[config.mk]
export PLATFORM = sky130hd
export DESIGN_NAME = tsu_rx_ptp_capture_flat
export DESIGN_NICKNAME = d
export VERILOG_FILES = /design/src/rtl/tsu_rx_ptp_capture_pkg.sv /design/src/rtl/tsu_rx_ptp_capture_if.sv /design/src/rtl/tsu_sync_fifo.sv /design/src/rtl/tsu_rx_ptp_capture.sv /design/src/flat_wrapper.sv
export SDC_FILE = /design/constraint.sdc
export NUM_CORES = 1
export LEC_CHECK = 0
export BUFFER_PORTS_ARGS = -buffer_cell sky130_fd_sc_hd__buf_2
export CELL_PAD_IN_SITES_DETAIL_PLACEMENT = 2
export CELL_PAD_IN_SITES_GLOBAL_PLACEMENT = 2
export CORE_AREA = 2 2 246 248
export CTS_CLUSTER_SIZE = 10
export DETAILED_ROUTE_END_ITERATION = 7
export DIE_AREA = 0 0 248 250
export MAX_ROUTING_LAYER = met4
export PLACE_DENSITY = 0.79
export REMOVE_ABC_BUFFERS = 1
export SLEW_MARGIN = 10
export SYNTH_ARGS = -nofsm -noshare
export SYNTH_HDL_FRONTEND = slang
export SYNTH_SLANG_ARGS = --single-unit
[constraint.sdc]
create_clock -name rx_clk -period 6.8 [get_ports rx_clk]
set_input_delay 0.68 -clock rx_clk [delete_from_list [all_inputs] [get_ports rx_clk]]
set_output_delay 0.68 -clock rx_clk [all_outputs]
set_load 0.005 [all_outputs]
[src/rtl/tsu_rx_ptp_capture_pkg.sv]
// Shared XGMII/PTP constants, record layout and lane-scan helper for the
// receive-side PTP timestamp capture path.
package tsu_rx_ptp_capture_pkg;

  localparam logic [7:0]  XGMII_START = 8'hFB;
  localparam logic [7:0]  XGMII_TERM  = 8'hFD;
  localparam logic [7:0]  XGMII_ERR   = 8'hFE;

  localparam logic [15:0] PTP_ETYPE   = 16'h88F7;
  localparam logic [3:0]  PTP_VERSION = 4'd2;

  // Aligned-word indices carrying EtherType/PTP common header and sequenceId.
  localparam logic [2:0]  ETYPE_W = 3'd2;
  localparam logic [2:0]  SEQ_W   = 3'd6;

  localparam int REC_W = 100;

  typedef enum logic [1:0] {
    ST_IDLE,
    ST_HDR,
    ST_WAIT_END
  } cap_state_t;

  typedef struct packed {
    logic [47:0] sec;
    logic [31:0] ns;
    logic [3:0]  msg_type;
    logic [15:0] seq_id;
  } ts_rec_t;

  function automatic logic lane_has(input logic [63:0] d, input logic [7:0] c,
                                    input logic [7:0] code);
    logic hit;
    hit = 1'b0;
    for (int i = 0; i < 8; i++) begin
      if (c[i] && (d[8*i +: 8] == code)) hit = 1'b1;
    end
    return hit;
  endfunction

endpackage

[src/rtl/tsu_rx_ptp_capture_if.sv]
// Timestamp record read port between the capture stage and the timestamp unit.
interface tsu_rx_ptp_capture_if;

  logic        ts_rd_i;
  logic        ts_valid_o;
  logic [47:0] ts_sec_o;
  logic [31:0] ts_ns_o;
  logic [3:0]  ts_msg_type_o;
  logic [15:0] ts_seq_id_o;
  logic        ts_push_o;
  logic [7:0]  ts_ovf_cnt_o;

  modport master (
    input  ts_rd_i,
    output ts_valid_o, ts_sec_o, ts_ns_o, ts_msg_type_o, ts_seq_id_o,
           ts_push_o, ts_ovf_cnt_o
  );

  modport slave (
    output ts_rd_i,
    input  ts_valid_o, ts_sec_o, ts_ns_o, ts_msg_type_o, ts_seq_id_o,
           ts_push_o, ts_ovf_cnt_o
  );

endinterface

[src/rtl/tsu_sync_fifo.sv]
// Synchronous first-word-fall-through FIFO; a push into a full FIFO is taken
// only when a pop frees an entry in the same cycle.
module tsu_sync_fifo #(
  parameter int WIDTH = 100,
  parameter int DEPTH = 4
) (
  input  logic             clk,
  input  logic             rst,
  input  logic             push,
  input  logic             pop,
  input  logic [WIDTH-1:0] din,
  output logic [WIDTH-1:0] dout,
  output logic             full,
  output logic             empty,
  output logic             push_ok
);

  localparam int AW = $clog2(DEPTH);

  logic [WIDTH-1:0] mem [DEPTH];
  logic [AW-1:0]    wr_ptr;
  logic [AW-1:0]    rd_ptr;
  logic [AW:0]      count;
  logic             pop_ok;

  assign empty   = (count == '0);
  assign full    = (count == (AW+1)'(DEPTH));
  assign pop_ok  = pop && !empty;
  assign push_ok = push && (!full || pop_ok);
  assign dout    = mem[rd_ptr];

  always_ff @(posedge clk) begin
    if (push_ok) mem[wr_ptr] <= din;
  end

  always_ff @(posedge clk) begin
    if (rst) begin
      wr_ptr <= '0;
      rd_ptr <= '0;
      count  <= '0;
    end else begin
      if (push_ok) wr_ptr <= wr_ptr + AW'(1);
      if (pop_ok)  rd_ptr <= rd_ptr + AW'(1);
      case ({push_ok, pop_ok})
        2'b10:   count <= count + (AW+1)'(1);
        2'b01:   count <= count - (AW+1)'(1);
        default: count <= count;
      endcase
    end
  end

endmodule

[src/rtl/tsu_rx_ptp_capture.sv]
// Ingress snoop of the XGMII receive stream: timestamps each SOF, parses
// untagged PTPv2 headers and queues {sec, ns, messageType, sequenceId}.
//
// state       | meaning
// ------------+------------------------------------------------------------
// ST_IDLE     | between frames, waiting for /S/
// ST_HDR      | walking aligned words 0..6 of a frame, checking the header
// ST_WAIT_END | frame recorded or rejected, waiting for terminate/error
module tsu_rx_ptp_capture
  import tsu_rx_ptp_capture_pkg::*;
#(
  parameter int unsigned FIFO_DEPTH   = 4,
  parameter int unsigned LANE4_ADJ_NS = 3,
  parameter int unsigned NS_PER_SEC   = 1000000000
) (
  input  logic                 rx_clk,
  input  logic                 rx_rst,
  input  logic                 rx_clk_en_i,
  input  logic                 dis_ptpv2_i,
  input  logic [63:0]          xge_rxd_i,
  input  logic [7:0]           xge_rxc_i,
  input  logic [47:0]          rtc_sec_i,
  input  logic [31:0]          rtc_ns_i,
  tsu_rx_ptp_capture_if.master ts
);

  cap_state_t  state_q, state_d;
  logic        lane4_q, lane4_d;
  logic [2:0]  w_q, w_d;
  logic [47:0] sec_q, sec_d;
  logic [31:0] ns_q, ns_d;
  logic [3:0]  msg_q, msg_d;
  logic [31:0] prev_d;
  logic [3:0]  prev_c;

  logic        sof0, sof4, sof;
  logic [63:0] al_d;
  logic [7:0]  al_c;
  logic        al_end;
  logic [32:0] ns_sum;
  logic [47:0] sec_sof;
  logic [31:0] ns_sof;
  logic        push_req;
  ts_rec_t     rec, head;
  logic        fifo_full, fifo_empty, push_ok;
  logic        ts_push_q;
  logic [7:0]  ovf_q;

  assign sof0 = xge_rxc_i[0] && (xge_rxd_i[7:0] == XGMII_START);
  assign sof4 = xge_rxc_i[4] && (xge_rxd_i[39:32] == XGMII_START) &&
                !lane_has({32'b0, xge_rxd_i[31:0]}, {4'b0, xge_rxc_i[3:0]}, XGMII_START);
  assign sof  = sof0 || sof4;

  // A lane-4 start is realigned by stitching the previous upper half in front.
  assign al_d   = lane4_q ? {xge_rxd_i[31:0], prev_d} : xge_rxd_i;
  assign al_c   = lane4_q ? {xge_rxc_i[3:0], prev_c}  : xge_rxc_i;
  assign al_end = lane_has(al_d, al_c, XGMII_TERM) || lane_has(al_d, al_c, XGMII_ERR);

  always_comb begin
    ns_sum  = {1'b0, rtc_ns_i} + (sof4 ? 33'(LANE4_ADJ_NS) : 33'd0);
    sec_sof = rtc_sec_i;
    ns_sof  = ns_sum[31:0];
    if (ns_sum >= 33'(NS_PER_SEC)) begin
      ns_sof  = 32'(ns_sum - 33'(NS_PER_SEC));
      sec_sof = rtc_sec_i + 48'd1;
    end
  end

  always_comb begin
    state_d  = state_q;
    lane4_d  = lane4_q;
    w_d      = w_q;
    sec_d    = sec_q;
    ns_d     = ns_q;
    msg_d    = msg_q;
    push_req = 1'b0;
    rec      = '{sec: sec_q, ns: ns_q, msg_type: msg_q, seq_id: {al_d[39:32], al_d[47:40]}};
    if (dis_ptpv2_i) begin
      state_d = ST_IDLE;
    end else if (sof) begin
      // w is the index of the aligned word presented in the coming cycle.
      state_d = ST_HDR;
      lane4_d = sof4;
      w_d     = sof4 ? 3'd0 : 3'd1;
      sec_d   = sec_sof;
      ns_d    = ns_sof;
    end else begin
      case (state_q)
        ST_HDR: begin
          if ((w_q != 3'd0) && al_end) begin
            state_d = ST_IDLE;
          end else begin
            w_d = w_q + 3'd1;
            if (w_q == ETYPE_W) begin
              if ({al_d[39:32], al_d[47:40]} == PTP_ETYPE && al_d[59:56] == PTP_VERSION)
                msg_d = al_d[51:48];
              else
                state_d = ST_WAIT_END;
            end
            if (w_q == SEQ_W) begin
              push_req = 1'b1;
              state_d  = ST_WAIT_END;
            end
          end
        end
        ST_WAIT_END: if (al_end) state_d = ST_IDLE;
        default:     state_d = ST_IDLE;
      endcase
    end
  end

  always_ff @(posedge rx_clk) begin
    if (rx_rst) begin
      state_q   <= ST_IDLE;
      lane4_q   <= 1'b0;
      w_q       <= '0;
      sec_q     <= '0;
      ns_q      <= '0;
      msg_q     <= '0;
      prev_d    <= '0;
      prev_c    <= '0;
      ts_push_q <= 1'b0;
      ovf_q     <= '0;
    end else if (rx_clk_en_i) begin
      state_q   <= state_d;
      lane4_q   <= lane4_d;
      w_q       <= w_d;
      sec_q     <= sec_d;
      ns_q      <= ns_d;
      msg_q     <= msg_d;
      prev_d    <= xge_rxd_i[63:32];
      prev_c    <= xge_rxc_i[7:4];
      ts_push_q <= push_ok;
      if (push_req && !push_ok && (ovf_q != 8'hFF)) ovf_q <= ovf_q + 8'd1;
    end
  end

  tsu_sync_fifo #(
    .WIDTH (REC_W),
    .DEPTH (int'(FIFO_DEPTH))
  ) u_fifo (
    .clk     (rx_clk),
    .rst     (rx_rst),
    .push    (push_req && rx_clk_en_i),
    .pop     (ts.ts_rd_i && rx_clk_en_i),
    .din     (rec),
    .dout    (head),
    .full    (fifo_full),
    .empty   (fifo_empty),
    .push_ok (push_ok)
  );

  // Head fields read as zero while empty so nothing stale leaks out.
  assign ts.ts_valid_o    = !fifo_empty;
  assign ts.ts_sec_o      = fifo_empty ? '0 : head.sec;
  assign ts.ts_ns_o       = fifo_empty ? '0 : head.ns;
  assign ts.ts_msg_type_o = fifo_empty ? '0 : head.msg_type;
  assign ts.ts_seq_id_o   = fifo_empty ? '0 : head.seq_id;
  assign ts.ts_push_o     = ts_push_q;
  assign ts.ts_ovf_cnt_o  = ovf_q;

endmodule

[src/flat_wrapper.sv]
// flat-port wrapper written by rule: the top's interface ports become plain ports
module tsu_rx_ptp_capture_flat import tsu_rx_ptp_capture_pkg::*;
#(
  parameter int unsigned FIFO_DEPTH   = 4,
  parameter int unsigned LANE4_ADJ_NS = 3,
  parameter int unsigned NS_PER_SEC   = 1000000000
)
  (rx_clk, rx_rst, rx_clk_en_i, dis_ptpv2_i, xge_rxd_i, xge_rxc_i, rtc_sec_i, rtc_ns_i, ts_ts_rd_i, ts_ts_valid_o, ts_ts_sec_o, ts_ts_ns_o, ts_ts_msg_type_o, ts_ts_seq_id_o, ts_ts_push_o, ts_ts_ovf_cnt_o);
  tsu_rx_ptp_capture_if ts_i ();
  input  logic rx_clk;
  input  logic rx_rst;
  input  logic rx_clk_en_i;
  input  logic dis_ptpv2_i;
  input  logic [63:0] xge_rxd_i;
  input  logic [7:0] xge_rxc_i;
  input  logic [47:0] rtc_sec_i;
  input  logic [31:0] rtc_ns_i;
  input wire logic [$bits(ts_i.ts_rd_i)-1:0] ts_ts_rd_i;
  output wire logic [$bits(ts_i.ts_valid_o)-1:0] ts_ts_valid_o;
  output wire logic [$bits(ts_i.ts_sec_o)-1:0] ts_ts_sec_o;
  output wire logic [$bits(ts_i.ts_ns_o)-1:0] ts_ts_ns_o;
  output wire logic [$bits(ts_i.ts_msg_type_o)-1:0] ts_ts_msg_type_o;
  output wire logic [$bits(ts_i.ts_seq_id_o)-1:0] ts_ts_seq_id_o;
  output wire logic [$bits(ts_i.ts_push_o)-1:0] ts_ts_push_o;
  output wire logic [$bits(ts_i.ts_ovf_cnt_o)-1:0] ts_ts_ovf_cnt_o;
  assign ts_i.ts_rd_i = ts_ts_rd_i;
  assign ts_ts_valid_o = ts_i.ts_valid_o;
  assign ts_ts_sec_o = ts_i.ts_sec_o;
  assign ts_ts_ns_o = ts_i.ts_ns_o;
  assign ts_ts_msg_type_o = ts_i.ts_msg_type_o;
  assign ts_ts_seq_id_o = ts_i.ts_seq_id_o;
  assign ts_ts_push_o = ts_i.ts_push_o;
  assign ts_ts_ovf_cnt_o = ts_i.ts_ovf_cnt_o;
  tsu_rx_ptp_capture #(.FIFO_DEPTH(FIFO_DEPTH), .LANE4_ADJ_NS(LANE4_ADJ_NS), .NS_PER_SEC(NS_PER_SEC)) u_core (.rx_clk(rx_clk), .rx_rst(rx_rst), .rx_clk_en_i(rx_clk_en_i), .dis_ptpv2_i(dis_ptpv2_i), .xge_rxd_i(xge_rxd_i), .xge_rxc_i(xge_rxc_i), .rtc_sec_i(rtc_sec_i), .rtc_ns_i(rtc_ns_i), .ts(ts_i));
endmodule
==> impl_metrics.ini, run 1 <==
[setup_path]
ff2ff_path_depth = 10
rrSetupSlack_ps = 1420
timing.critical_path.fanout_max = 42
crit_type = input port to register
cp.required_ps = 7230
timing.rr.start = u_core.lane4_q
cp_data_arrival_time_ps = 6250
r2r-end = u_core.u_fifo.mem[2][80]
critPathMaxStageDelay_ps = 530
worstPathCellList = buf_2 -> nand4_1 -> nor4_1 -> nand2b_1 -> nor4_2 -> buf_4 -> ha_1 -> inv_1 -> fa_1 -> nor2b_1 -> nand4_1 -> o32ai_1 -> a32o_1 -> o21ai_0 -> o221ai_2 -> o211ai_4 -> buf_12 -> nor4_2 -> a21o_1 -> a31oi_1
endpoint_kind = register
cp_slowest_cell = nand4_1
start_kind = input port

[final_layout]
fill_cells = 5775
multiInputGateArea_um2 = 8640
layout.nets = 2195
final_cell_area_um2 = 28100
seqCellArea_um2 = 14900
synthToLayoutAreaGrowth_pct = 16.7
drive_gt1_share_pct = 25.1

[detailed_routing]
ant_nets = 0
wire_per_inst_um = 25.9
drt-pass1-iter-count = 5
drtIter0Drc = 944
drc_errors = 0
drt-vias-per-instance = 5.63
vias = 16100
wirelength_mm = 74.0

[global_route]
grt_use_total_pct = 24.7
grt_pass1_wl_mm = 112
grt_pass1_vias = 18200
grt_max_degree = 70
antenna_found_initial = 7
grt_remaining_overflow = 0

[sta]
worst_pin_slew_ps = 1180
whs_ps = 332
hold_viol = 0
finalWorstSetupSlack_ps = 982
clock_skew_ps = 36.9
relSlewSlack_pct = 21.4
min_period_ps = 5820
drv_slew = 0
rsz0062_at_grt = no
final.setup.tns_ps = 0
setup_viol = 0
min_period_over_period_pct = 85.6
fmax_mhz = 172

[logic_synthesis]
synth-seq-cells = 544
yosys_warnings = 0
synth_area_leaders = edfxtp_1 50%, dfxtp_1 12%, mux4_2 9.4%
ys_seq_area_share_pct = 61.9
yosysMostFrequentCell = edfxtp_1
ys_types = 72
yosys.area.top_type = edfxtp_1
synth-edff-count = 400
synthArstFlopShare_pct = 0
netlist_top_cells_count = 400 x edfxtp_1, 144 x dfxtp_1, 121 x nand2_1, 114 x nor2_1, 112 x and2_1
synth_area_um2 = 24000
synth_cells = 1765
avgSynthCellArea_um2 = 13.6
synth_top_area_share_pct = 50.0
synth_flop_cell = edfxtp_1

[clock_tree]
cts_tree = done
cts_buffer_depth = 3
cts_buffers = 61
ctsResizeCount = 0
postCtsHoldBufs = 0
cts.sinks = 544
cts_root_buf = clkbuf_16
clk_latency_ps = 620
postCtsSetupBuffers = 0
clk_pin_slew_worst_paths_ps = 60
htreeDepth = 2

[power_and_ir_drop]
power_leakage_uw = 0.0100
power_density_nw_per_um2 = 244
totalPowerFinal_uw = 6850
ir_drop_v = 0.000195

[min_path]
min_to = u_core.prev_d[28]
whs_path_depth = 3
hp-class = input port to register
min-delay-start = xge_rxd_i[60]

[placement]
place_ws_ps = 475
place_area_um2 = 26300
port-buffer-count = 266
gp_congestion = 0.847
place_hpwl_mm = 49.3

[die]
fp.dieW_um = 248
initial_core_util_pct = 40.4
die_y_um = 250
rows = 90
coreArea_um2 = 59600
die_area_um2 = 62000
io_pins = 267

[status]
status = finished clean

[job]
max_cap_violations = 0
==> worst max-delay path, delay by kind of cell <==
kind            cells  cell delay (ps)
buf+inv             4              560
compound gates      7             1890
fa+ha+maj           2              630
simple gates        7             2420
==> state kept, by name, indices dropped and copies added (netlist names), named ones only <==
| name | flops |
|---|---|
| u_core.u_fifo.rd_ptr | 2 |
| u_core.w_q | 3 |
| u_core.u_fifo.wr_ptr | 2 |
| u_core.prev_d | 32 |
| u_core.ts.ts_push_o | 1 |
| u_core.lane4_q | 1 |
| u_core.state_q | 2 |
| u_core.u_fifo.count | 3 |
| u_core.msg_q | 4 |
| u_core.ns_q | 32 |
| u_core.u_fifo.mem | 400 |
| u_core.sec_q | 48 |
| u_core.prev_c | 4 |
| u_core.ts.ts_ovf_cnt_o | 8 |
==> layout make-up <==
class	count	share of cell area [%]
clock inverters	2	0.0758
inverters	36	0.481
clock buffers	112	6.27
multi-input cells	1086	30.8
diodes	5	0.0446
repair buffers	295	5.79
well taps	782	3.49
flip-flops and latches	544	53.1
==> where the power goes <==
group | internal, uW | switching (uW) | leakage (uW)
registers | 3530 | 8.96 | 0.00527
logic | 109 | 191 | 0.00391
clock network | 1720 | 1290 | 0.000846
==> cell families after synthesis <==
| group | after synthesis | synth area share (%) |
|---|---|---|
| mux | 160 | 11.9 |
| buf+inv | 135 | 2.28 |
| flops | 544 | 61.9 |
| xor+xnor | 107 | 3.90 |
| simple gates | 605 | 14.0 |
| compound gates | 200 | 5.19 |
| fa+ha+maj | 14 | 0.791 |
==> how the worst max path moves through the flow <==
| stage | startpoint | to | slack, ps | cells past startpoint |
|---|---|---|---|---|
| floorplan | u_core.lane4_q | u_core.u_fifo.mem[1][0] | 880 | 8 |
| global placement | xge_rxc_i[4] | u_core.sec_q[3] | 670 | 19 |
| detailed placement | xge_rxd_i[37] | u_core.sec_q[38] | 480 | 20 |
| CTS | xge_rxd_i[37] | u_core.sec_q[38] | 1050 | 20 |
| global route | xge_rxd_i[37] | u_core.sec_q[38] | 480 | 20 |
| finish | xge_rxd_i[37] | u_core.sec_q[38] | 980 | 20 |
==> cells in the final DEF (no fill, tap or decap), types with 14 or more instances in the layout <==
master and count:
a211oi_1 16, a21oi_1 50, and2_1 108, and3_1 18
buf_2 265, buf_4 24, clkbuf_1 48, clkbuf_16 62
dfxtp_1 142, edfxtp_1 400, inv_1 34, mux2i_1 47
mux4_2 100, nand2_1 121, nand2b_1 14, nand3_1 44
nand4_1 37, nor2_1 112, nor3_1 35, nor4_1 22
nor4_2 17, o21ai_0 62, xnor2_1 77, xor2_1 30
==> stage by stage <==
step                utilization (%)  cells
floorplan                         -   1666
global placement               44.1   2743
detailed placement             44.1   2743
CTS                            47.1   2857
global route                   47.1   2862
finish                         47.1   2862
==> metal layers <==
layer  up-vias  routed length [um]  global-route usage (%)
li1       7188                   -                       -
met1      8419               30500                    30.0
met2       386               38700                    42.3
met3       126                2660                    2.97
met4         0                2180                    8.67
met5         -                   0                       -
No activity file was read; power rests on OpenSTA's default activity.
==> run 2: changes to the inputs <==
Settings changed: CELL_PAD_IN_SITES_DETAIL_PLACEMENT 2 to not set, CELL_PAD_IN_SITES_GLOBAL_PLACEMENT 2 to not set, CORE_AREA 2 2 246 248 to 2 2 223 225, DIE_AREA 0 0 248 250 to 0 0 225 227, PLACE_DENSITY 0.79 to 0.69.
==> run 2 against run 1 <==
Compared with the run above:
- register-to-register slack gained 720 ps
- clock power barely moved
- sequential power hardly changed
- first-iteration DRC count rose by 18%
- critical path depth unchanged
- setup slack better by 200 ps
- clock-buffer cell count decreased by 2
- clock skew shrank 13 ps
- largest power group unchanged
- combinational power shrank 5%
- die area down 18%
- core utilization grew 10 points
==> impl_metrics.ini, run 2 (synthesized netlist as in run 1, its figures left out) <==
[final_layout]
largest_reg_flops = 400
drive_gt1_share_pct = 25.2
final_cells = 2699
final_common_cell = edfxtp_1
top_register = u_core.u_fifo.mem
synthToLayoutAreaGrowth_pct = 16.0
final_cell_mix = 400 x edfxtp_1, 265 x buf_2, 142 x dfxtp_1
layout.nets = 2196
top_regs = u_core.u_fifo.mem x400, u_core.sec_q x48

[setup_path]
endpoint_kind = register
crit_family = compound AO/OA/AOI/OAI gates
start_kind = input port
cp_data_arrival_time_ps = 6160
timing.rr.start = u_core.lane4_q
cp_slowest_cell = o211ai_4
critPathMaxStageDelay_ps = 740
worstPathCellList = buf_2 -> nand4_1 -> nor4_1 -> nand2b_1 -> nor4_1 -> buf_4 -> ha_1 -> inv_1 -> fa_1 -> nand4b_1 -> nor3_2 -> o21ai_0 -> a32o_1 -> o21ai_0 -> o221ai_2 -> o211ai_4 -> buf_4 -> nor3_2 -> xnor2_1 -> a211oi_1
ff2ff_path_depth = 11
cp.required_ps = 7330
timing.critical_path.fanout_max = 18
r2r-end = u_core.u_fifo.mem[2][84]
rrSetupSlack_ps = 2140
critPathBufInv = 4
crit_type = input port to register

[global_route]
antenna_found_initial = 2
grt_max_degree = 102
grt_pass1_wl_mm = 89.1
grt_use_total_pct = 23.5
grt_pass1_vias = 15400
grt_remaining_overflow = 0

[clock_tree]
ctsResizeCount = 0
cts_buffer_depth = 3
postCtsSetupBuffers = 0
clk_latency_ps = 640
cts_buffers = 61
cts_root_buf = clkbuf_16
cts.sinks = 544
clk_pin_slew_worst_paths_ps = 60
htreeDepth = 2
cts_tree = done
postCtsHoldBufs = 0

[min_path]
whs_path_depth = 3
min-delay-start = xge_rxd_i[41]
hp-class = input port to register
min_to = u_core.prev_d[9]

[die]
die_area_um2 = 51100
fp.dieW_um = 225
io_pins = 267
die_y_um = 227
coreArea_um2 = 48500
rows = 81
initial_core_util_pct = 49.5

[status]
status = finished clean

[detailed_routing]
drtIter0Drc = 1111
vias = 15500
drt-vias-per-instance = 5.75
ant_nets = 0
wire_per_inst_um = 21.6
drt-pass1-iter-count = 5
drc_errors = 0
wirelength_mm = 58.3

[placement]
gp_congestion = 0.909
placed_cells = 2584
place_hpwl_mm = 37.0
port-buffer-count = 266

[sta]
rsz0062_at_grt = no
relSlewSlack_pct = 23.7
clock_skew_ps = 23.4
hold_viol = 0
fmax_mhz = 178
worst_pin_slew_ps = 1140
final.setup.tns_ps = 0
drv_slew = 0
setup_viol = 0
min_period_over_period_pct = 82.7
min_period_ps = 5620

[job]
max_cap_violations = 0

[power_and_ir_drop]
ir_drop_v = 0.000230
power_density_nw_per_um2 = 245
power_leakage_uw = 0.0100
run 2: per-stage QoR:
step                      hold WS [ps]  total power [uW]  setup WS (ps)  cell area, um2  utilization, %
after floorplan                    451              3740            885           23600               -
after global placement             468              3890            812           26100            53.7
after detailed placement           483              3890            625           26100            53.7
after CTS                          290              6890           1290           27900            57.4
after global routing               310              7050            755           27900            57.4
final                              320              6830           1180           27900            57.4
run 2: worst max-delay path by stage:
stage	depth (start not counted)	end	start
2_1_floorplan	8	u_core.u_fifo.mem[1][0]	u_core.lane4_q
3_3_place_gp	20	u_core.sec_q[30]	xge_rxd_i[38]
3_5_place_dp	20	u_core.sec_q[18]	xge_rxd_i[38]
4_1_cts	20	u_core.sec_q[6]	xge_rxd_i[38]
5_1_grt	20	u_core.sec_q[5]	xge_rxd_i[38]
6_report	20	u_core.sec_q[6]	xge_rxd_i[38]
run 2: per-layer routing:
metal | routed length [um] | vias up | track usage, %
met5 | 0 | - | -
met4 | 981 | 0 | 4.93
met3 | 3560 | 81 | 3.79
met2 | 28100 | 508 | 38.1
met1 | 25600 | 7731 | 31.6
li1 | - | 7193 | -
run 2: cell type report:
| cell class | count | area (um2) |
|---|---|---|
| fillers | 3880 | 20700 |
| flip-flops and latches | 544 | 14900 |
| multi-input cells | 1086 | 8630 |
| clock buffers | 110 | 1750 |
| repair buffers | 296 | 1620 |
| well taps | 622 | 778 |
| inverters | 36 | 135 |
| clock inverters | 4 | 71.3 |
| diodes | 1 | 2.50 |
run 2: power breakdown:
part | internal, uW | switching [uW]
sequential | 3540 | 7.77
combinational | 110 | 175
clock | 1730 | 1270
run 2: worst reg2reg max path, delay by kind of cell, from the launching register on:
family | cells | cell delay, ps
AND/OR/NAND/NOR | 7 | 2470
flip-flops | 1 | 460
buffers and inverters | 3 | 1030
AO/OA/AOI/OAI | 1 | 290
==> run 3: changes to the inputs <==
Settings changed: PLACE_DENSITY 0.69 to 0.72.
Clock period 6.8 ns to 4.9 ns, I/O delays scaled along.
==> run 3 against run 2 <==
Compared with the run above:
- sequential power rose by 39%
- core utilization rose by 1.9 points
- routed wire length rose by 1.6%
- setup slack got worse by 990 ps
- global-route usage rose by 0.42 points
- cell area rose by 3.3%
- clock power rose by 38%
- largest cell class unchanged
==> impl_metrics.ini, run 3 (synthesized netlist as in run 1, its figures left out) <==
[sta]
setup_viol = 0
min_period_ps = 4710
relSlewSlack_pct = 29.9
whs_ps = 118
drv_slew = 0
hold_viol = 0
worst_pin_slew_ps = 1050
fmax_mhz = 212
clock_skew_ps = 25.9
min_period_over_period_pct = 96.2

[power_and_ir_drop]
power_leakage_uw = 0.0106
ir_drop_v = 0.000291
power_density_nw_per_um2 = 330
totalPowerFinal_uw = 9510

[clock_tree]
postCtsHoldBufs = 0
htreeDepth = 2
cts.sinks = 544
cts_buffer_depth = 3
cts_root_buf = clkbuf_16
cts_buffers = 61
cts_tree = done
clk_pin_slew_worst_paths_ps = 60
clk_latency_ps = 630

[die]
die_y_um = 227
initial_core_util_pct = 49.5
io_pins = 267
rows = 81
die_area_um2 = 51100
coreArea_um2 = 48500
fp.dieW_um = 225

[min_path]
hp-class = input port to register
whs_path_depth = 3

[placement]
gp_congestion = 0.916
port-buffer-count = 266
place_hpwl_mm = 39.1

[detailed_routing]
wirelength_mm = 59.2
drc_errors = 0
drtIter0Drc = 1140
drt-pass1-iter-count = 5
wire_per_inst_um = 21.1
ant_nets = 0
drt-vias-per-instance = 5.72
vias = 16100

[final_layout]
top_register = u_core.u_fifo.mem
synthToLayoutAreaGrowth_pct = 19.8
layout.nets = 2300
final_cell_mix = 400 x edfxtp_1, 265 x buf_2, 142 x dfxtp_1
final_common_cell = edfxtp_1
top_regs = u_core.u_fifo.mem x400, u_core.sec_q x48
drive_gt1_share_pct = 29.0
largest_reg_flops = 400

[setup_path]
crit_family = simple AND/OR/NAND/NOR gates
timing.critical_path.fanout_max = 25
cp_slowest_cell = or4b_4
start_kind = input port
path_depth = 21
worstPathCellList = buf_2 -> nand4_1 -> nor4_2 -> nand2b_1 -> nor4_1 -> buf_4 -> ha_1 -> inv_1 -> fa_1 -> nand4b_1 -> buf_4 -> nor4_2 -> mux2i_1 -> and2_1 -> or4b_4 -> o31ai_4 -> o211ai_4 -> buf_12 -> nor4_2 -> a21o_1 -> a31oi_1
cp.required_ps = 5370
critPathBufInv = 5
ff2ff_path_depth = 10
cp_data_arrival_time_ps = 5180
critPathMaxStageDelay_ps = 570
crit_top_cell = nor4_2
crit_type = input port to register
endpoint_kind = register

[global_route]
antenna_found_initial = 3
grt_max_degree = 78
grt_pass1_vias = 16100
grt_remaining_overflow = 0
grt_pass1_wl_mm = 91.0
grt_use_total_pct = 23.9

[status]
status = finished clean

[job]
max_cap_violations = 0
## run 3: changes by cell type in the layout (fill, tap and decap cells not counted), moves of 2 or more
cell      previous run  this run
buf_12               5        11
nor4_1              23        19
clkbuf_1            46        48
buf_4               26       124
nor4_2              16        20
diode_2              1         4
## run 3: area by class of cell
class,count,area [um2]
sequential,544,14900
antenna,4,10.0
inverter,36,135
clock inverter,4,72.6
fill,3824,19700
multi-input combinational,1086,8670
timing repair buffer,400,2480
clock buffer,112,1750
tap,622,778
## run 3: routing by layer
| metal | up-vias | share of wire (%) | GRT usage (%) |
|---|---|---|---|
| met5 | - | 0 | - |
| met4 | 0 | 2.1 | 6.62 |
| met3 | 87 | 6.1 | 4.04 |
| met2 | 533 | 49 | 39.1 |
| met1 | 8024 | 43 | 31.1 |
| li1 | 7418 | - | - |
## run 3: worst paths after layout
check | slack (ps) | from | endpoint
setup / recovery | 190 | xge_rxd_i[37] | u_core.sec_q[38]
hold / removal | 120 | xge_rxc_i[4] | u_core.prev_c[0]
setup reg to reg | 620 | u_core.lane4_q | u_core.u_fifo.mem[3][83]
hold reg to reg | 490 | u_core.sec_q[23] | u_core.sec_q[23]
## run 3: per-stage QoR
step | util [%] | setup WS [ps] | cell area (um2) | instances | TNS, ps
3_3_place_gp | 55.4 | -365 | 26900 | 2687 | -17430
2_1_floorplan | - | -1020 | 23600 | 1666 | -491610
6_report | 59.3 | 188 | 28800 | 2808 | 0
3_5_place_dp | 55.4 | -461 | 26900 | 2687 | -22770
5_1_grt | 59.3 | -92.8 | 28800 | 2807 | -880
4_1_cts | 59.2 | 162 | 28700 | 2803 | 0
## run 3: tightest hold or removal path, cell delays in order
cell,delay [ps]
buf_2,90
mux2i_1,60
nor2_1,70
## run 3: power by group
| group | switching (uW) | total, uW | internal (uW) |
|---|---|---|---|
| clock | 1760 | 4150 | 2390 |
| sequential | 11.6 | 4920 | 4910 |
| combinational | 252 | 442 | 190 |
## run 3: timing repair
item,4_1_cts,5_1_grt
buffers inserted,0,1
endpoints found under the setup margin,0,65
resized for setup,0,8
